$ cat src/rtl/param_learning_neuron.sv
// Single neuron with a serial multiply-accumulate forward pass and an
// in-place gradient-descent update of its weights and bias.
module param_learning_neuron #(
    parameter int N_IN     = 8,
    parameter int DATA_W   = 16,
    parameter int FRAC_W   = 8,
    parameter int LR_SHIFT = 4,
    parameter int ACT_MODE = 1
) (
    input  logic                      ln_clock,
    input  logic                      ln_reset_n,
    input  logic                      ln_in_valid,
    output logic                      ln_in_ready,
    input  logic [N_IN*DATA_W-1:0]    ln_dendrites,
    input  logic [N_IN-1:0]           ln_enabled,
    input  logic                      ln_train,
    output logic                      ln_out_valid,
    input  logic                      ln_out_ready,
    output logic [DATA_W-1:0]         ln_axon,
    input  logic                      ln_bp_valid,
    output logic                      ln_bp_ready,
    input  logic [DATA_W-1:0]         ln_backprop,
    output logic [N_IN*DATA_W-1:0]    ln_bp_change,
    output logic                      ln_bp_change_valid,
    input  logic                      ln_w_load,
    input  logic [$clog2(N_IN+1)-1:0] ln_w_idx,
    input  logic [DATA_W-1:0]         ln_w_data
);

    localparam int IW = $clog2(N_IN + 1);
    localparam int PW = 2 * DATA_W;
    localparam int AW = PW + IW;
    localparam bit RELU = (ACT_MODE == 1);
    localparam logic [IW-1:0] LAST_IDX = IW'(N_IN);
    localparam logic signed [AW-1:0] SAT_MAX = {{(AW-DATA_W+1){1'b0}}, {(DATA_W-1){1'b1}}};
    localparam logic signed [AW-1:0] SAT_MIN = {{(AW-DATA_W+1){1'b1}}, {(DATA_W-1){1'b0}}};
    localparam logic signed [DATA_W-1:0] ZERO_W = {DATA_W{1'b0}};
    localparam logic signed [DATA_W-1:0] ONE_Q = {{(DATA_W-1){1'b0}}, 1'b1} << FRAC_W;

    typedef enum logic [2:0] {IDLE, FWD, ACT, OUT, WAIT_BP, UPD} state_t;

    function automatic logic signed [DATA_W-1:0] sat(input logic signed [AW-1:0] v);
        if (v > SAT_MAX) begin
            sat = SAT_MAX[DATA_W-1:0];
        end else if (v < SAT_MIN) begin
            sat = SAT_MIN[DATA_W-1:0];
        end else begin
            sat = v[DATA_W-1:0];
        end
    endfunction

    state_t                    state_q, state_d;
    logic [IW-1:0]             idx_q, idx_d;
    logic signed [AW-1:0]      acc_q, acc_d;
    // Slot N_IN holds a constant 1.0 with its mask bit forced on, so the
    // bias is processed by the same datapath as the dendrite weights.
    logic signed [DATA_W-1:0]  x_q [0:N_IN];
    logic signed [DATA_W-1:0]  x_d [0:N_IN];
    logic signed [DATA_W-1:0]  w_q [0:N_IN];
    logic signed [DATA_W-1:0]  w_d [0:N_IN];
    logic [N_IN:0]             mask_q, mask_d;
    logic                      train_q, train_d;
    logic signed [DATA_W-1:0]  pre_q, pre_d;
    logic signed [DATA_W-1:0]  axon_q, axon_d;
    logic signed [DATA_W-1:0]  e_q, e_d;
    logic [N_IN*DATA_W-1:0]    bp_change_q, bp_change_d;
    logic                      in_ready_q, in_ready_d;
    logic                      out_valid_q, out_valid_d;
    logic                      bp_ready_q, bp_ready_d;
    logic                      bp_change_valid_q, bp_change_valid_d;

    logic signed [DATA_W-1:0]  x_sel_s, w_sel_s;
    logic                      m_sel_s;
    logic signed [PW-1:0]      fwd_prod_s, err_w_prod_s, err_x_prod_s;
    logic signed [DATA_W-1:0]  pre_s, w_upd_s, bp_j_s;

    // Datapath terms for the slot selected by idx_q.
    always_comb begin
        x_sel_s      = x_q[idx_q];
        w_sel_s      = w_q[idx_q];
        m_sel_s      = mask_q[idx_q];
        fwd_prod_s   = PW'(x_sel_s) * PW'(w_sel_s);
        err_w_prod_s = PW'(e_q) * PW'(w_sel_s);
        err_x_prod_s = PW'(e_q) * PW'(x_sel_s);
        pre_s        = sat(acc_q >>> FRAC_W);
        w_upd_s      = sat(AW'(w_sel_s) - AW'(err_x_prod_s >>> (FRAC_W + LR_SHIFT)));
        bp_j_s       = sat(AW'(err_w_prod_s >>> FRAC_W));
    end

    // Next-state and next-output logic of the neuron FSM.
    always_comb begin
        state_d           = state_q;
        idx_d             = idx_q;
        acc_d             = acc_q;
        x_d               = x_q;
        w_d               = w_q;
        mask_d            = mask_q;
        train_d           = train_q;
        pre_d             = pre_q;
        axon_d            = axon_q;
        e_d               = e_q;
        bp_change_d       = bp_change_q;
        in_ready_d        = in_ready_q;
        out_valid_d       = out_valid_q;
        bp_ready_d        = bp_ready_q;
        bp_change_valid_d = 1'b0;

        case (state_q)
            IDLE: begin
                if (ln_w_load && (ln_w_idx <= LAST_IDX)) begin
                    w_d[ln_w_idx] = ln_w_data;
                end else begin
                    w_d = w_q;
                end
                if (ln_in_valid && in_ready_q) begin
                    for (int i = 0; i < N_IN; i++) begin
                        x_d[i] = ln_dendrites[i*DATA_W +: DATA_W];
                    end
                    x_d[N_IN]          = ONE_Q;
                    mask_d[N_IN-1:0]   = ln_enabled;
                    mask_d[N_IN]       = 1'b1;
                    train_d            = ln_train;
                    acc_d              = {AW{1'b0}};
                    idx_d              = {IW{1'b0}};
                    in_ready_d         = 1'b0;
                    state_d            = FWD;
                end else begin
                    state_d = IDLE;
                end
            end
            FWD: begin
                if (m_sel_s) begin
                    acc_d = acc_q + AW'(fwd_prod_s);
                end else begin
                    acc_d = acc_q;
                end
                if (idx_q == LAST_IDX) begin
                    idx_d   = {IW{1'b0}};
                    state_d = ACT;
                end else begin
                    idx_d = idx_q + IW'(1);
                end
            end
            ACT: begin
                pre_d       = pre_s;
                axon_d      = (RELU && pre_s[DATA_W-1]) ? ZERO_W : pre_s;
                out_valid_d = 1'b1;
                state_d     = OUT;
            end
            OUT: begin
                if (ln_out_ready) begin
                    out_valid_d = 1'b0;
                    if (train_q) begin
                        bp_ready_d = 1'b1;
                        state_d    = WAIT_BP;
                    end else begin
                        in_ready_d = 1'b1;
                        state_d    = IDLE;
                    end
                end else begin
                    state_d = OUT;
                end
            end
            WAIT_BP: begin
                if (ln_bp_valid) begin
                    // A clipped ReLU has zero gradient, so the error is dropped.
                    if (RELU && (pre_q[DATA_W-1] || (pre_q == ZERO_W))) begin
                        e_d = ZERO_W;
                    end else begin
                        e_d = ln_backprop;
                    end
                    bp_ready_d = 1'b0;
                    idx_d      = {IW{1'b0}};
                    state_d    = UPD;
                end else begin
                    state_d = WAIT_BP;
                end
            end
            UPD: begin
                w_d[idx_q] = m_sel_s ? w_upd_s : ZERO_W;
                for (int j = 0; j < N_IN; j++) begin
                    bp_change_d[j*DATA_W +: DATA_W] = (idx_q == IW'(j)) ?
                        (m_sel_s ? bp_j_s : ZERO_W) : bp_change_q[j*DATA_W +: DATA_W];
                end
                if (idx_q == LAST_IDX) begin
                    idx_d             = {IW{1'b0}};
                    bp_change_valid_d = 1'b1;
                    in_ready_d        = 1'b1;
                    state_d           = IDLE;
                end else begin
                    idx_d = idx_q + IW'(1);
                end
            end
            default: begin
                out_valid_d = 1'b0;
                bp_ready_d  = 1'b0;
                in_ready_d  = 1'b1;
                state_d     = IDLE;
            end
        endcase
    end

    // State register with synchronous active-low reset.
    always_ff @(posedge ln_clock) begin
        if (!ln_reset_n) begin
            state_q           <= IDLE;
            idx_q             <= {IW{1'b0}};
            acc_q             <= {AW{1'b0}};
            x_q               <= '{default: {DATA_W{1'b0}}};
            w_q               <= '{default: {DATA_W{1'b0}}};
            mask_q            <= {(N_IN+1){1'b0}};
            train_q           <= 1'b0;
            pre_q             <= {DATA_W{1'b0}};
            axon_q            <= {DATA_W{1'b0}};
            e_q               <= {DATA_W{1'b0}};
            bp_change_q       <= {(N_IN*DATA_W){1'b0}};
            in_ready_q        <= 1'b1;
            out_valid_q       <= 1'b0;
            bp_ready_q        <= 1'b0;
            bp_change_valid_q <= 1'b0;
        end else begin
            state_q           <= state_d;
            idx_q             <= idx_d;
            acc_q             <= acc_d;
            x_q               <= x_d;
            w_q               <= w_d;
            mask_q            <= mask_d;
            train_q           <= train_d;
            pre_q             <= pre_d;
            axon_q            <= axon_d;
            e_q               <= e_d;
            bp_change_q       <= bp_change_d;
            in_ready_q        <= in_ready_d;
            out_valid_q       <= out_valid_d;
            bp_ready_q        <= bp_ready_d;
            bp_change_valid_q <= bp_change_valid_d;
        end
    end

    assign ln_in_ready        = in_ready_q;
    assign ln_out_valid       = out_valid_q;
    assign ln_axon            = axon_q;
    assign ln_bp_ready        = bp_ready_q;
    assign ln_bp_change       = bp_change_q;
    assign ln_bp_change_valid = bp_change_valid_q;

endmodule

$ cat config.mk
export PLATFORM = sky130hd
export DESIGN_NAME = param_learning_neuron
export DESIGN_NICKNAME = d
export VERILOG_FILES = /design/src/rtl/param_learning_neuron.sv
export SDC_FILE = /design/constraint.sdc
export NUM_CORES = 2
export LEC_CHECK = 0
export CAP_MARGIN = 20
export CORE_MARGIN = 2
export CORE_UTILIZATION = 45
export DETAILED_ROUTE_END_ITERATION = 8
export DONT_BUFFER_PORTS = 1
export HOLD_SLACK_MARGIN = 0.1
export PLACE_DENSITY = 0.7
export SKIP_CTS_REPAIR_TIMING = 1
export SYNTH_ARGS = -nofsm -noshare
export SYNTH_HDL_FRONTEND = slang
export SYNTH_SLANG_ARGS = --single-unit
$ cat constraint.sdc
create_clock -name ln_clock -period 10.79 [get_ports ln_clock]
set_input_delay 0 -clock ln_clock [delete_from_list [all_inputs] [get_ports ln_clock]]
set_output_delay 0 -clock ln_clock [all_outputs]
set_load 0.005 [all_outputs]
==> flow_summary.json <==
{
  "violations": "max-slew violations",
  "final_layout_size_suffix_gt1_frac": 0.0747,
  "avgSynthCellArea_um2": 8.84,
  "drc": 0,
  "path_buf_inv": 7,
  "required_ns": 11.33,
  "hp-start": "ln_in_valid",
  "syn2layout_area_growth_pct": 16.0,
  "powerDensity_mw_per_mm2": 79.9,
  "endpoint_kind": "flip-flop",
  "status": "finished with violations",
  "synth-seq-cells": 504,
  "relSlewSlack": -0.207,
  "r2r-start": "idx_q[0]",
  "avgViaCountPerCell": 5.60,
  "cts_tree": "done",
  "min_path_cells": 3,
  "finalWirelength_um": 169000,
  "leakage_nw": 26.8,
  "async_flop_share": 0,
  "fin_util": 0.526,
  "grt_pass1_wl_um": 246000,
  "synthFlopType": "dfxtp_1",
  "maxCapViolCount": 0,
  "hp-class": "input port to flip-flop",
  "clock_sinks": 504,
  "arrival_ns": 10.98,
  "syn_area_mm2": 0.0535,
  "row_count": 126,
  "synth_top_family_by_area": "adder cells",
  "dp_cells": 7363,
  "synth-xor-area-share": 0.0170,
  "die_h_um": 349,
  "setup_viol": 0,
  "synthesis.nets": 7356,
  "synth_edf_count": 0,
  "p_comb_frac": 0.193,
  "antenna_found_initial": 14,
  "clock_latency_ns": 0.68,
  "gp_congestion": 0.899,
  "hpwl_um": 118000,
  "start_kind": "flip-flop",
  "avgRoutedWirePerCell_um": 21.3,
  "post-route-period-util": 0.967,
  "synthCells": 6051,
  "post_synth_main_area_contributors": "fa_1, dfxtp_1, nand2_1",
  "clk_pin_slew_ns": 0.07,
  "die_area_mm2": 0.122,
  "grt_use_total": 0.257,
  "crit_family": "adder cells",
  "htreeDepth": 2,
  "yosysTopAreaCellShare": 0.313,
  "nets": 7650,
  "yosys_warnings": 0,
  "fin_cells": 7939,
  "io_pins": 327,
  "clkPwrFrac": 0.415,
  "hold_viol": 0,
  "initial_core_util": 0.454,
  "synthAdderAreaFrac": 0.381,
  "worst_pin_slew_ns": 1.81,
  "postRouteAntennaNets": 0,
  "yosys.area_share.simple": 0.178,
  "core_area_mm2": 0.118,
  "max_freq_mhz": 95.8,
  "synth_compound_area_frac": 0.116,
  "grt_pass1_vias": 43400,
  "period_needed_ns": 10.44,
  "die_w_um": 349,
  "yosysMostFrequentCell": "nand2_1",
  "clock_path_buffers": 3,
  "drtIter0Drc": 4031,
  "grt_overflow": 0,
  "synthDistinctLibCells": 77,
  "rr_worst_depth": 37,
  "slowest_delay_ns": 0.63,
  "synth.area.mux_share": 0.0303,
  "fin_worst_skew_ns": 0.0467,
  "min_to": "mask_q[4]",
  "numPortBuffers": 0,
  "cts_buffers": 56,
  "synthTopCellsByCount": "nand2_1, inv_1, fa_1",
  "yosys.area.top_type": "fa_1",
  "sequentialPowerShare": 0.392,
  "clockRootBuffer": "clkbuf_16",
  "fillers": 10200,
  "worstSetupPathType": "flip-flop to flip-flop",
  "sw_frac_of_total": 0.308,
  "num_vias": 44500,
  "cp_slowest_cell": "a2111oi_0",
  "rrSetupSlack_ns": 0.35,
  "slew_violations": 255,
  "peakVddDrop_uv": 122,
  "path_max_fanout": 17,
  "grt_max_degree": 500,
  "regToRegEndpoint": "w_q[100]",
  "p_int_w": 0.00343,
  "dr.pass1.iters": 6,
  "p_switching_w": 0.00153,
  "yosysSeqAreaShare": 0.189
}
[routing by layer]
metal  part of all wire  track usage  up-vias
li1                   -            -    19700
met1               0.39        0.335    22000
met3              0.089       0.0468      521
met5           0.000071            0        -
met4              0.049       0.0918        2
met2               0.48        0.428     2260
[sequential cells by signal, indices dropped and copies added, names as in the netlist]
signal and cells:
pre_q 16, train_q 1, ln_axon 15, mask_q 9
ln_in_ready 1, idx_q 4, ln_bp_change_valid 1, w_q 144
e_q 16, ln_out_valid 1, x_q 128, ln_bp_change 128
state_q 3, ln_bp_ready 1, acc_q 36
[metrics by stage]
stage / TNS, ns / power, W / setup slack (ns) / area [µm²] / hold WS, ns
after detailed placement: 0 / 0.00268 / 0.163 / 55400 / 0.126
after global placement: 0 / 0.00267 / 0.355 / 55400 / 0.125
after global routing: -0.0668 / 0.00511 / -0.0393 / 62100 / 0.119
after CTS: 0 / 0.00469 / 0.124 / 57300 / -0.558
final: 0 / 0.00496 / 0.353 / 62100 / 0.0541
after floorplan: 0 / 0.00244 / 0.0387 / 53500 / 0.145
[final cells by class]
type | instances | area, µm² | area share
Timing Repair Buffer | 618 | 5910 | 0.0952
Multi-Input combinational cell | 4300 | 38900 | 0.627
Clock inverter | 27 | 335 | 0.00540
Clock buffer | 75 | 1590 | 0.0255
Tap cell | 1536 | 1920 | 0.0310
Inverter | 865 | 3250 | 0.0523
Antenna cell | 14 | 35.0 | 0.000564
Sequential cell | 504 | 10100 | 0.163
[worst max path at each step]
stage	startpoint	endpoint	cells past startpoint
6_report	idx_q[0]	w_q[100]	37
3_3_place_gp	idx_q[0]	w_q[136]	34
3_5_place_dp	idx_q[0]	w_q[14]	41
5_1_grt	idx_q[0]	w_q[100]	37
2_1_floorplan	idx_q[0]	w_q[101]	42
4_1_cts	idx_q[0]	w_q[37]	34
[cell families after synthesis]
family | count (synthesis)
xor gates and xnor gates | 103
DFF | 504
muxes | 101
AOI/OAI and AO/OA | 884
other | 1
adders and majority gates | 1126
buffers and inverters | 1247
and+or+nand+nor | 2085
[worst reg2reg max path, delay by kind of cell, from the launching register on]
kind / cells / cell delay (ns)
buffers and inverters: 7 / 0.90
XOR/XNOR: 1 / 0.12
multiplexers: 2 / 0.87
AO/OA/AOI/OAI: 14 / 3.35
AND/OR/NAND/NOR: 5 / 0.93
flip-flops: 1 / 0.52
adder cells (fa/ha/maj): 8 / 3.65
[power groups by stage]
stage	logic (W)	registers, W	clock network, W
after floorplan	0.000484	0.00196	0
after global placement	0.000688	0.00198	0
after detailed placement	0.000701	0.00198	0
after CTS	0.000706	0.00194	0.00205
after global routing	0.00102	0.00194	0.00215
final	0.000958	0.00194	0.00206
[placed cells by master, fill, tap and decap left out, types with 18 or more instances in the layout]
cell	instances
nand2_1	1246
or2_2	30
dlygate4sd3_1	452
nor2_2	23
ha_1	289
clkbuf_16	58
o221a_2	26
a21oi_1	78
a21o_1	51
nand3_1	165
nor2_1	86
nand2b_1	27
nor2b_1	135
nor3_1	27
mux2i_1	38
buf_4	155
a21boi_0	181
inv_1	865
o21ai_2	18
o221a_1	94
a22oi_1	39
mux4_2	47
o21a_1	18
and2_1	266
fa_1	837
o21ai_0	275
dfxtp_1	500
xor2_1	41
xnor2_1	61
Note: power is estimated with default switching activity, not from simulation.
